<file path="src/rtl/fft_stage_ctrl_pkg.sv">
// Shared definitions for the FFT stage sequencer:
// state encodings and default frame geometry.
package fft_stage_ctrl_pkg;

    localparam int FFT_N_POINTS = 16;
    localparam int FFT_ADDR_W   = 4;
    localparam int FFT_STAGE_W  = 2;
    localparam int FFT_N_STAGES = 4;
    localparam int FFT_CALC_LAT = 2;

    typedef enum logic [2:0] {
        S_IDLE       = 3'd0,
        S_FILL       = 3'd1,
        S_CALC_PULSE = 3'd2,
        S_CALC_WAIT  = 3'd3,
        S_READ       = 3'd4,
        S_DONE       = 3'd5
    } state_t;

endpackage

</file>
<file path="src/rtl/fft_addr_counter.sv">
// Sample address counter shared by the FILL and READ sweeps.
// Wraps to zero after TC_VAL and flags the terminal count.
module fft_addr_counter
    import fft_stage_ctrl_pkg::*;
#(
    parameter int ADDR_W = FFT_ADDR_W,
    parameter int TC_VAL = FFT_N_POINTS - 1
) (
    input  logic              clk,
    input  logic              i_clr,
    input  logic              i_en,
    output logic [ADDR_W-1:0] o_count,
    output logic              o_tc
);

    logic [ADDR_W-1:0] r_count;

    assign o_tc    = (r_count == ADDR_W'(TC_VAL));
    assign o_count = r_count;

    // count while enabled, wrap at terminal count, clear wins
    always_ff @(posedge clk) begin
        if (i_clr) begin
            r_count <= '0;
        end else if (i_en) begin
            r_count <= o_tc ? '0 : r_count + 1'b1;
        end
    end

endmodule

</file>
<file path="src/rtl/fft_stage_ctrl.sv">
// Frame sequencer for one fft_reg_stage: fill, per-stage calc, read-out.
// Optional abort input enabled by defining FFT_CTRL_ABORT_EN.
module fft_stage_ctrl
    import fft_stage_ctrl_pkg::*;
#(
    parameter int N_POINTS = FFT_N_POINTS,
    parameter int ADDR_W   = FFT_ADDR_W,
    parameter int STAGE_W  = FFT_STAGE_W,
    parameter int N_STAGES = FFT_N_STAGES,
    parameter int CALC_LAT = FFT_CALC_LAT
) (
    input  logic               clk,
    input  logic               reset,
    input  logic               start,
`ifdef FFT_CTRL_ABORT_EN
    input  logic               abort,
`endif
    output logic               busy,
    output logic               done,
    output logic               fill_regs,
    output logic               start_calc,
    output logic               we_regs,
    output logic [ADDR_W-1:0]  addr_counter,
    output logic [STAGE_W-1:0] stage,
    output logic               sel_in,
    output logic               out_valid
);

    localparam int WAIT_W = (CALC_LAT > 0) ? $clog2(CALC_LAT + 1) : 1;
    localparam logic [WAIT_W-1:0] WAIT_LAST =
        (CALC_LAT > 0) ? WAIT_W'(CALC_LAT - 1) : '0;
    localparam logic [STAGE_W-1:0] STAGE_LAST = STAGE_W'(N_STAGES - 1);

    state_t             r_state;
    state_t             w_next;
    logic [STAGE_W-1:0] r_stage;
    logic [WAIT_W-1:0]  r_wait;
    logic               w_stage_step;
    logic               w_abort;
    logic               w_addr_en;
    logic               w_addr_tc;
    logic [ADDR_W-1:0]  w_addr;

`ifdef FFT_CTRL_ABORT_EN
    assign w_abort = abort && (r_state != S_IDLE);
`else
    assign w_abort = 1'b0;
`endif

    assign w_addr_en = (r_state == S_FILL) || (r_state == S_READ);

    fft_addr_counter #(
        .ADDR_W (ADDR_W),
        .TC_VAL (N_POINTS - 1)
    ) u_addr (
        .clk     (clk),
        .i_clr   (reset || w_abort),
        .i_en    (w_addr_en),
        .o_count (w_addr),
        .o_tc    (w_addr_tc)
    );

    // state register
    always_ff @(posedge clk) begin
        if (reset) begin
            r_state <= S_IDLE;
        end else begin
            r_state <= w_next;
        end
    end

    // calc wait counter runs only inside CALC_WAIT
    always_ff @(posedge clk) begin
        if (reset || r_state != S_CALC_WAIT) begin
            r_wait <= '0;
        end else begin
            r_wait <= r_wait + 1'b1;
        end
    end

    // butterfly stage index, back to 0 after the last stage
    always_ff @(posedge clk) begin
        if (reset || w_abort) begin
            r_stage <= '0;
        end else if (w_stage_step) begin
            r_stage <= (r_stage == STAGE_LAST) ? '0 : r_stage + 1'b1;
        end
    end

    // next-state decode
    always_comb begin
        w_next       = r_state;
        w_stage_step = 1'b0;
        unique case (r_state)
            S_IDLE: begin
                if (start) w_next = S_FILL;
            end
            S_FILL: begin
                if (w_addr_tc) w_next = S_CALC_PULSE;
            end
            S_CALC_PULSE: begin
                if (CALC_LAT == 0) begin
                    w_stage_step = 1'b1;
                    if (r_stage == STAGE_LAST) w_next = S_READ;
                end else begin
                    w_next = S_CALC_WAIT;
                end
            end
            S_CALC_WAIT: begin
                if (r_wait == WAIT_LAST) begin
                    w_stage_step = 1'b1;
                    w_next = (r_stage == STAGE_LAST) ? S_READ
                                                     : S_CALC_PULSE;
                end
            end
            S_READ: begin
                if (w_addr_tc) w_next = S_DONE;
            end
            S_DONE: begin
                w_next = S_IDLE;
            end
            default: begin
                w_next = S_IDLE;
            end
        endcase
        if (w_abort) begin
            w_next       = S_IDLE;
            w_stage_step = 1'b0;
        end
    end

    // Moore outputs decoded from the registered state
    always_comb begin
        busy       = (r_state != S_IDLE);
        done       = (r_state == S_DONE);
        fill_regs  = (r_state == S_FILL) && (w_addr == '0);
        start_calc = (r_state == S_CALC_PULSE);
        we_regs    = (r_state == S_FILL) || (r_state == S_CALC_PULSE);
        sel_in     = (r_state == S_CALC_PULSE) ||
                     (r_state == S_CALC_WAIT) ||
                     (r_state == S_READ);
        out_valid  = (r_state == S_READ);
    end

    assign addr_counter = w_addr;
    assign stage        = r_stage;

endmodule

</file>
<file path="config.mk">
export PLATFORM = sky130hd
export DESIGN_NAME = fft_stage_ctrl
export DESIGN_NICKNAME = d
export VERILOG_FILES = /design/src/rtl/fft_stage_ctrl_pkg.sv /design/src/rtl/fft_addr_counter.sv /design/src/rtl/fft_stage_ctrl.sv
export SDC_FILE = /design/constraint.sdc
export NUM_CORES = 1
export LEC_CHECK = 0
export BUFFER_PORTS_ARGS = -buffer_cell sky130_fd_sc_hd__buf_2
export CAP_MARGIN = 20
export CELL_PAD_IN_SITES_DETAIL_PLACEMENT = 1
export CELL_PAD_IN_SITES_GLOBAL_PLACEMENT = 2
export CORE_MARGIN = 10
export CORE_UTILIZATION = 31
export CTS_CLUSTER_SIZE = 8
export DETAILED_ROUTE_END_ITERATION = 6
export GPL_TIMING_DRIVEN = 0
export PLACE_DENSITY_LB_ADDON = 0.1
export SLEW_MARGIN = 20
export SYNTH_ARGS = -nofsm -noshare
export SYNTH_HDL_FRONTEND = slang
export SYNTH_SLANG_ARGS = --single-unit
</file>
<file path="constraint.sdc">
create_clock -name clk -period 2.8 [get_ports clk]
set_input_delay 0.42 -clock clk [delete_from_list [all_inputs] [get_ports clk]]
set_output_delay 0.42 -clock clk [all_outputs]
set_load 0.005 [all_outputs]
</file>
==> results.md <==
* Fmax at approximately 550 MHz
* Synth Register Bits at 11
* Diode count at 0
* Die Area at ~4400 um^2
* Area delta synth->final at 20.68%
* Crit path largest cell delay at between 0.4 and 0.5 ns
* Worst-margin pin slew at about 0.47 ns
* RSZ-0062 raised after global routing: no
* Worst EP required at 2.38 ns
* Vias per cell at between 4 and 5
* Fraction of registers with async set/reset at 0%
* Fin Setup TNS at 0 ns
* Die height at 66.12 um
* GRT Residual Overflow at 0
* Tcrit/Tclk final at 64.73%
* Top cells by count, synth: 11 x dfxtp_1, 6 x a21oi_1, 6 x nor2_1
* I/O Pins at 16
* Mapped Area at 659.4 um^2
* CTS tree: yes
* Post-synth EDFFs at 0
* Worst-path clk slew at around 0.080 ns
* Post_cts resized at 0
* Final wirelength at roughly 1.8 mm
* Ys Warns at 0
* Worst hold path class: flop to flop
* WL per Instance at roughly 14 um
* Clock Latency Late Sink at 0.27 ns
* Max Cap Viol at 0
* Pin count of the biggest net entering global routing at 11
* Final ANT Viol Nets at 0
* Most frequent cell after synthesis: dfxtp_1
* Area contributors post-synth: dfxtp_1 33%, ha_1 7.6%, a21oi_1 4.6%, nand3_1 3.8%, nor2_1 3.4%
* Startpoint types: flop
* Pwr dens at about 530 nW/um^2
* Layout cells sized above 1 at between 20% and 30%
* Die Wd at between 60 and 70 um
* CTS Buf Count at 3
* Endpoints failing setup at 0
* CP Class: flop to primary output
* Drt drc at 0
* First drt pass iteration count at 4
* Delay-heaviest family, CP: flip-flops
* Crit path buf inv count at 2
* Seq/Total Area, Yosys at 33.40%
* Leakage Power at around 0.39 nW
* CTS Root Cell: clkbuf_4
* Dominant synthesized flop cell: dfxtp_1
* Row cnt at 16
* Port buffer count at 15
* Clock Skew at ~0.0047 ns
* Post-CTS Hold Fix Bufs at 0
* 1st-iter DRT viols at 19
* Initial Util at approximately a third
* Slew margin rel. at about two thirds
* Area share of the largest cell type after synthesis at about a third
* Worst ir drop on vdd at roughly 240 uV
* Critical Path Fanout Max at 10
* Syn avg cell area at about 8.5 um^2
* Gr usage total at between 8 and 9%
* Hold Vio Cnt, Final at 0
* Nets at about 110
* Final Instance Count excl. Fillers at about 120
* Clk sinks at 11
* Crit. End Element: primary output
* H-tree Lvls at 1
* Yosys cell types at 33
* Fin crit period at around 1.8 ns
* Initial antenna violation count at 0
* Crit path top cell by count: buf_2
* HPWL Detailed at 1.358 mm
* Routability cong. at ~0.76
* Critical path arrival at ~1.4 ns
* Mapped Cells at 78
* Pins Over Slew Limit at 0
* Core box area at between 2000 and 2500 um^2
* Post-CTS setup repair buffer count at 0
* CP max-delay cell: dfxtp_1
* Post-synth top area cell: dfxtp_1
* Global-route wire length before repair at 2.994 mm
* Post-placement cell count at 120
* Vias after detailed routing at a little over 600
* CP cell instances: buf_2 -> nor3b_2 -> nand2b_1 -> buf_2
* Syn Nets at 85
* Maximum clock path buffer count at 2
* Run status: finished, final reports clean
* Vias in the first global route at between 600 and 700
==> sequential cells by signal (all words and copies together) (netlist names) <==
| register | count |
|---|---|
| u_addr.o_count | 4 |
| r_state | 3 |
| r_wait | 2 |
| stage | 2 |
==> cell families after synthesis <==
logic type      count (synthesis)  share of synthesized area [%]
compound gates                 15                          14.42
xor+xnor                        3                          3.986
fa+ha+maj                       4                          7.590
buf+inv                         8                          5.880
flops                          11                          33.40
mux                             3                          4.744
simple gates                   34                          29.98
==> stage by stage <==
step	power [W]	hold WS, ns	setup slack (ns)	instance area (um^2)	util [%]
3_3_place_gp	0.0003191	0.4148	1.263	768.2	38.38
6_report	0.0004245	0.4271	0.9877	795.8	39.75
2_1_floorplan	0.0002709	0.4053	1.458	659.4	-
3_5_place_dp	0.0003211	0.4221	1.281	768.2	38.38
5_1_grt	0.0004645	0.4562	0.8673	795.8	39.75
4_1_cts	0.0004356	0.4342	0.9605	795.8	39.75
==> area by class of cell <==
class	instances	area (um^2)
fill	255	1206
multi-input combinational	59	400.4
sequential	11	220.2
timing repair buffer	15	75.07
tap	27	33.78
buffer	4	23.77
clock buffer	3	22.52
inverter	4	15.01
clock inverter	1	5.005
==> routing by layer <==
layer / part of all wire, % / GRT usage, % / wire length [um] / vias up
li1: - / - / - / 317
met2: 49 / 14.71 / 858 / 9
met4: 0.74 / 2.356 / 13 / 0
met3: 5.9 / 5.085 / 103 / 2
met5: 0 / 0 / 0 / -
met1: 44 / 9.143 / 776 / 286
==> placed cells by master (no fill, tap or decap), drive strengths merged, types with 2 or more instances in the layout <==
cell type,n
or3,2
a21oi,6
nor2,6
ha,4
clkbuf,4
nor2b,2
nor3,4
o21ai,3
a31oi,2
mux2i,2
xnor2,2
buf,18
dfxtp,11
nand3,5
nand2b,3
inv,4
nor3b,2
nand2,4
==> where the power goes <==
part / switching [W] / leakage (nW) / internal (W)
registers: 0.0000173 / 0.0894 / 0.000167
logic: 0.0000726 / 0.278 / 0.0000578
clock network: 0.0000566 / 0.0177 / 0.0000528
total: 0.000146 / 0.385 / 0.000278
==> path summary, 6_finish.rpt <==
kind / start / to / slack, ns / cells after the start
worst min-delay path: r_wait[0]$_SDFF_PP0_ / r_wait[0]$_SDFF_PP0_ / 0.43 / 1
worst min register to register: r_wait[0]$_SDFF_PP0_ / r_wait[0]$_SDFF_PP0_ / 0.43 / 1
worst max register to register: r_state[1]$_SDFFE_PP0P_ / r_state[0]$_SDFFE_PP0P_ / 1.45 / 4
worst max-delay path: r_state[2]$_SDFFE_PP0P_ / sel_in / 0.99 / 4
(Power assumes the default switching activity.)
